## src/rtl/kanagawa_fifo_read_width_downsizer.sv

```systemverilog
// Purpose: split each IN_WIDTH show-ahead FIFO word into RATIO narrower show-ahead beats.
// Latency: one cycle from upstream word visible to beat 0 presented (stage empty).
// Backpressure: downstream stall holds word/beat index; upstream popped only on reload.
module kanagawa_fifo_read_width_downsizer #(
    parameter int IN_WIDTH  = 64,
    parameter int RATIO     = 4,
    parameter int LSB_FIRST = 1,
    localparam int OUT_WIDTH = IN_WIDTH / RATIO,
    localparam int CNT_W     = (RATIO > 1) ? $clog2(RATIO) : 1
) (
    input  logic                 clk,
    input  logic                 rst_n,
    output logic                 rdreq_out,
    input  logic                 rdempty_in,
    input  logic [IN_WIDTH-1:0]  rddata_in,
    input  logic                 rdreq_in,
    output logic                 rdempty_out,
    output logic [OUT_WIDTH-1:0] rddata_out,
    output logic                 rdlast_out
);

    // IN_WIDTH must be an exact multiple of RATIO; any remainder bits are never presented.
    localparam logic [CNT_W-1:0] LAST_IDX = CNT_W'(RATIO - 1);

    logic [IN_WIDTH-1:0] word_q, word_d;
    logic                valid_q, valid_d;
    logic [CNT_W-1:0]    idx_q, idx_d;

    logic pop;
    logic last_beat;
    logic load;

    // Beat bookkeeping: reload as soon as the held word is gone or its last beat leaves.
    always_comb begin
        pop       = rdreq_in & valid_q;
        last_beat = valid_q & (idx_q == LAST_IDX);
        load      = ~rdempty_in & (~valid_q | (pop & last_beat));

        word_d  = word_q;
        valid_d = valid_q;
        idx_d   = idx_q;

        if (load) begin
            word_d  = rddata_in;
            valid_d = 1'b1;
            idx_d   = '0;
        end else if (pop) begin
            if (last_beat) begin
                valid_d = 1'b0;
                idx_d   = '0;
            end else begin
                idx_d = idx_q + CNT_W'(1);
            end
        end
    end

    // Holding register; reset discards any partially consumed word.
    always_ff @(posedge clk or negedge rst_n) begin
        if (!rst_n) begin
            word_q  <= '0;
            valid_q <= 1'b0;
            idx_q   <= '0;
        end else begin
            word_q  <= word_d;
            valid_q <= valid_d;
            idx_q   <= idx_d;
        end
    end

    // Beat select: compare against each legal index so a non-power-of-2 RATIO never
    // addresses past the word.
    always_comb begin
        rddata_out = '0;
        for (int i = 0; i < RATIO; i++) begin
            if (idx_q == CNT_W'(i)) begin
                rddata_out = word_q[((LSB_FIRST != 0) ? i : (RATIO - 1 - i)) * OUT_WIDTH +: OUT_WIDTH];
            end
        end
    end

    // rst_n gating keeps the upstream pop quiet while reset is held.
    assign rdreq_out   = load & rst_n;
    assign rdempty_out = ~valid_q;
    assign rdlast_out  = last_beat;

endmodule

```

## config.mk

```make
export PLATFORM = sky130hd
export DESIGN_NAME = kanagawa_fifo_read_width_downsizer
export DESIGN_NICKNAME = d
export VERILOG_FILES = /design/src/rtl/kanagawa_fifo_read_width_downsizer.sv
export SDC_FILE = /design/constraint.sdc
export NUM_CORES = 1
export LEC_CHECK = 0
export ABC_AREA = 1
export CAP_MARGIN = 20
export CELL_PAD_IN_SITES_DETAIL_PLACEMENT = 1
export CELL_PAD_IN_SITES_GLOBAL_PLACEMENT = 2
export CORE_UTILIZATION = 29
export CTS_CLUSTER_DIAMETER = 80
export DETAILED_ROUTE_END_ITERATION = 10
export GPL_TIMING_DRIVEN = 0
export PLACE_DENSITY_LB_ADDON = 0.1
export SYNTH_ARGS = -nofsm -noshare
export SYNTH_HDL_FRONTEND = slang
export SYNTH_SLANG_ARGS = --single-unit
```

## constraint.sdc

```tcl
create_clock -name clk -period 2.1 [get_ports clk]
set_input_delay 0.21 -clock clk [delete_from_list [all_inputs] [get_ports clk]]
set_output_delay 0.21 -clock clk [all_outputs]
set_load 0.05 [all_outputs]
```

==> impl_metrics.tcl, run 1 <==
set metrics [dict create \
    status "complete, no violations" \
    cts.path.max_buffers 2 \
    wl_per_cell_um 15.9 \
    ys_ff_latch 67 \
    synth_seq_area_share_pct 49.7 \
    wl_met3_um 474 \
    clkTransAtPathRegs_ns 0.06 \
    p_per_area_nw_per_um2 1690 \
    startpoint_type "register" \
    muxShareOfSynthArea_pct 0 \
    route.met2.wl_mm 5.24 \
    cp_top_family "buffers and inverters" \
    clk_latency_ns 0.33 \
    maxSlewViolCount 0 \
    layout-drive-gt1-share_pct 16.6 \
    via_count 3235 \
    crit_chain "buf_4, ha_4, buf_6, a21oi_2, nand2_1, nand2_1, nand2_1, buf_6" \
    start_util_pct 29.7 \
    grt_pass1_wl_mm 17.1 \
    fp.dieArea_um2 12100 \
    synth_xor_area_share_pct 0 \
    slowest_delay_ns 0.41 \
    via_per_inst 4.64 \
    wl_met1_mm 5.27 \
    critical_path_class "reg -> out" \
    syn_area_um2 3370 \
    grt_usage_pct 19.2 \
    crit_required_ns 1.89 \
    setup_viol 0 \
    drtAntennaViolNets 0 \
    synth_top_area_cell "dfrtp_1" \
    setup_tns_ns 0 \
    fin_nets 621 \
    hold_violations 0 \
    antenna_found_initial 0 \
    layout_min_cycle_time_ns 2.05 \
    path_max_fanout 10 \
    cts_tree "yes" \
    max_freq_mhz 487 \
    p_leak_nw 2.51 \
    rr_worst_depth 9 \
    crit_start "idx_q[0]" \
    design.portCount 87 \
    portBuffers 86 \
    grt_setup_unrepaired "yes" \
    fin_util_pct 43.1 \
    drt-total-wl_mm 11.1 \
    synth_top_family_by_area "simple AND/OR/NAND/NOR gates" \
    vdd_drop_max_v 0.00109 \
    arrival_ns 1.84 \
    hpwl_mm 8.11 \
    synth_top_area_share_pct 49.7 \
    path_common_cell "nand2_1" \
    final_cells 697 \
    synth.avg_cell_area_um2 7.55 \
    dpl.cell_count 677 \
    overflow 0 \
    crit_slowest_cell "dfrtp_1" \
    dr.pass1.iters 4 \
    hp-class "in -> async" \
    synth-simple-area-share_pct 34.7 \
    slew_headroom_pct 67.4 \
    worstMarginPinSlew_ns 0.488 \
    synth_cell_type_count 15 \
    root_buffer "clkbuf_16" \
    maxCapViolCount 0 \
    synth-compound-area-share_pct 5.49 \
    path_buf_inv 3 \
    synth_fa_ha_area_share_pct 1.48 \
    die_height_um 110 \
    cp_num_cells 8 \
    cts.sinks 67 \
    numCtsBuffers 9 \
    syn-num-nets 519 \
    core_um2 11400 \
    h-tree-depth 3 \
    grt_max_degree 38 \
    syn2layout_area_growth_pct 45.3 \
    grt_pass1_vias 3255 \
    fin_crit_sh_pct 97.8 \
    first_iter_violations 122 \
    cp-end-kind "output port" \
    skew_ns 0.00467 \
    finalWeightedCongestion 0.776 \
    rows 39 \
    synthCells 447 \
    dr.max_layer_used "met4" \
    drc 0 \
    r2r_start "idx_q[1]" \
    die_x_um 110 \
    diodes 0 \
    synthTopCellsByArea "dfrtp_1, nand2_1, nand3_1" \
    ys.warnings.count 0 \
]
## worst min-delay path: cells and delay by family
family / cells / cell delay (ns)
buffers and inverters: 3 / 0.87
## Yosys cell counts
cell,instances
nand2_1,198
nand3_1,82
dfrtp_1,67
a21oi_1,33
inv_1,21
buf_2,17
buf_4,7
clkbuf_1,6
buf_6,4
ha_1,4
inv_2,2
nand2_2,2
o211ai_1,2
nor2_1,1
o21ai_0,1
## power by group
group / internal, W / total, W / leakage (nW) / switching (W)
logic: 0.00157 / 0.00449 / 1.54 / 0.00293
clock network: 0.000951 / 0.00152 / 0.139 / 0.000567
registers: 0.00188 / 0.00227 / 0.836 / 0.000387
## logic make-up after synthesis
family | Yosys count
compound gates | 36
fa+ha+maj | 4
buf+inv | 57
flops | 67
simple gates | 283
## worst paths after layout
kind                                 end  slack, ns
max                        rddata_out[9]       0.05
min                              valid_q       0.40
max reg2reg                   word_q[11]       0.46
min reg2reg                   word_q[61]       0.47
max in group asynchronous      word_q[3]       1.49
min in group clk               word_q[8]       0.44
## timing repair
action	in CTS	in global routing
setup endpoints to repair	18	18
gates cloned	0	1
resized for setup	128	31
setup buffers	2	2
hold endpoints to repair	31	0
pin swaps	0	2
hold buffers	2	0
## cell type report
type / instances / area [µm²]
Clock inverter: 4 / 50.0
Clock buffer: 12 / 246
Buffer: 31 / 231
Sequential cell: 67 / 1680
Timing Repair Buffer: 94 / 930
Inverter: 23 / 91.3
Fill cell: 1430 / 6470
Multi-Input combinational cell: 323 / 1500
Tap cell: 143 / 179
## flip-flops by register name, summed over array words and instances (netlist names)
name and count:
word_q 64, valid_q 1, idx_q 2
## metal layers
layer | up-vias | GRT usage [%]
met3 | 4 | 3.73
li1 | 1619 | -
met5 | - | 0
met4 | 0 | 3.71
met1 | 1541 | 25.9
met2 | 71 | 32.0
## stage by stage
stage          setup WS (ns)  total power [W]  hold WS (ns)  cell area (µm²)
2_1_floorplan          0.224          0.00492       -0.0856             3370
3_3_place_gp           -2.28          0.00639         0.454             4410
3_5_place_dp          -0.509          0.00644         0.193             4430
4_1_cts              -0.0143          0.00811         0.404             4800
5_1_grt              -0.0504          0.00885         0.415             4900
6_report              0.0454          0.00828         0.397             4900
## placed cells by master (no fill, tap or decap), drive strengths merged, types with 2 or more instances in the layout
master	instances
o211ai	2
inv	23
clkbuf	17
buf	51
clkinvlp	2
dfrtp	67
a21oi	33
ha	4
nand2	200
nand3	82
clkdlybuf4s50	67
Note: power is estimated with default switching activity, not from simulation.
==> inputs of run 2 (changes only) <==
- ABC_CLOCK_PERIOD_IN_PS: default -> 2100
==> results of run 2 <==
No change in the layout: final DEF, timing and power equal those of run 1.
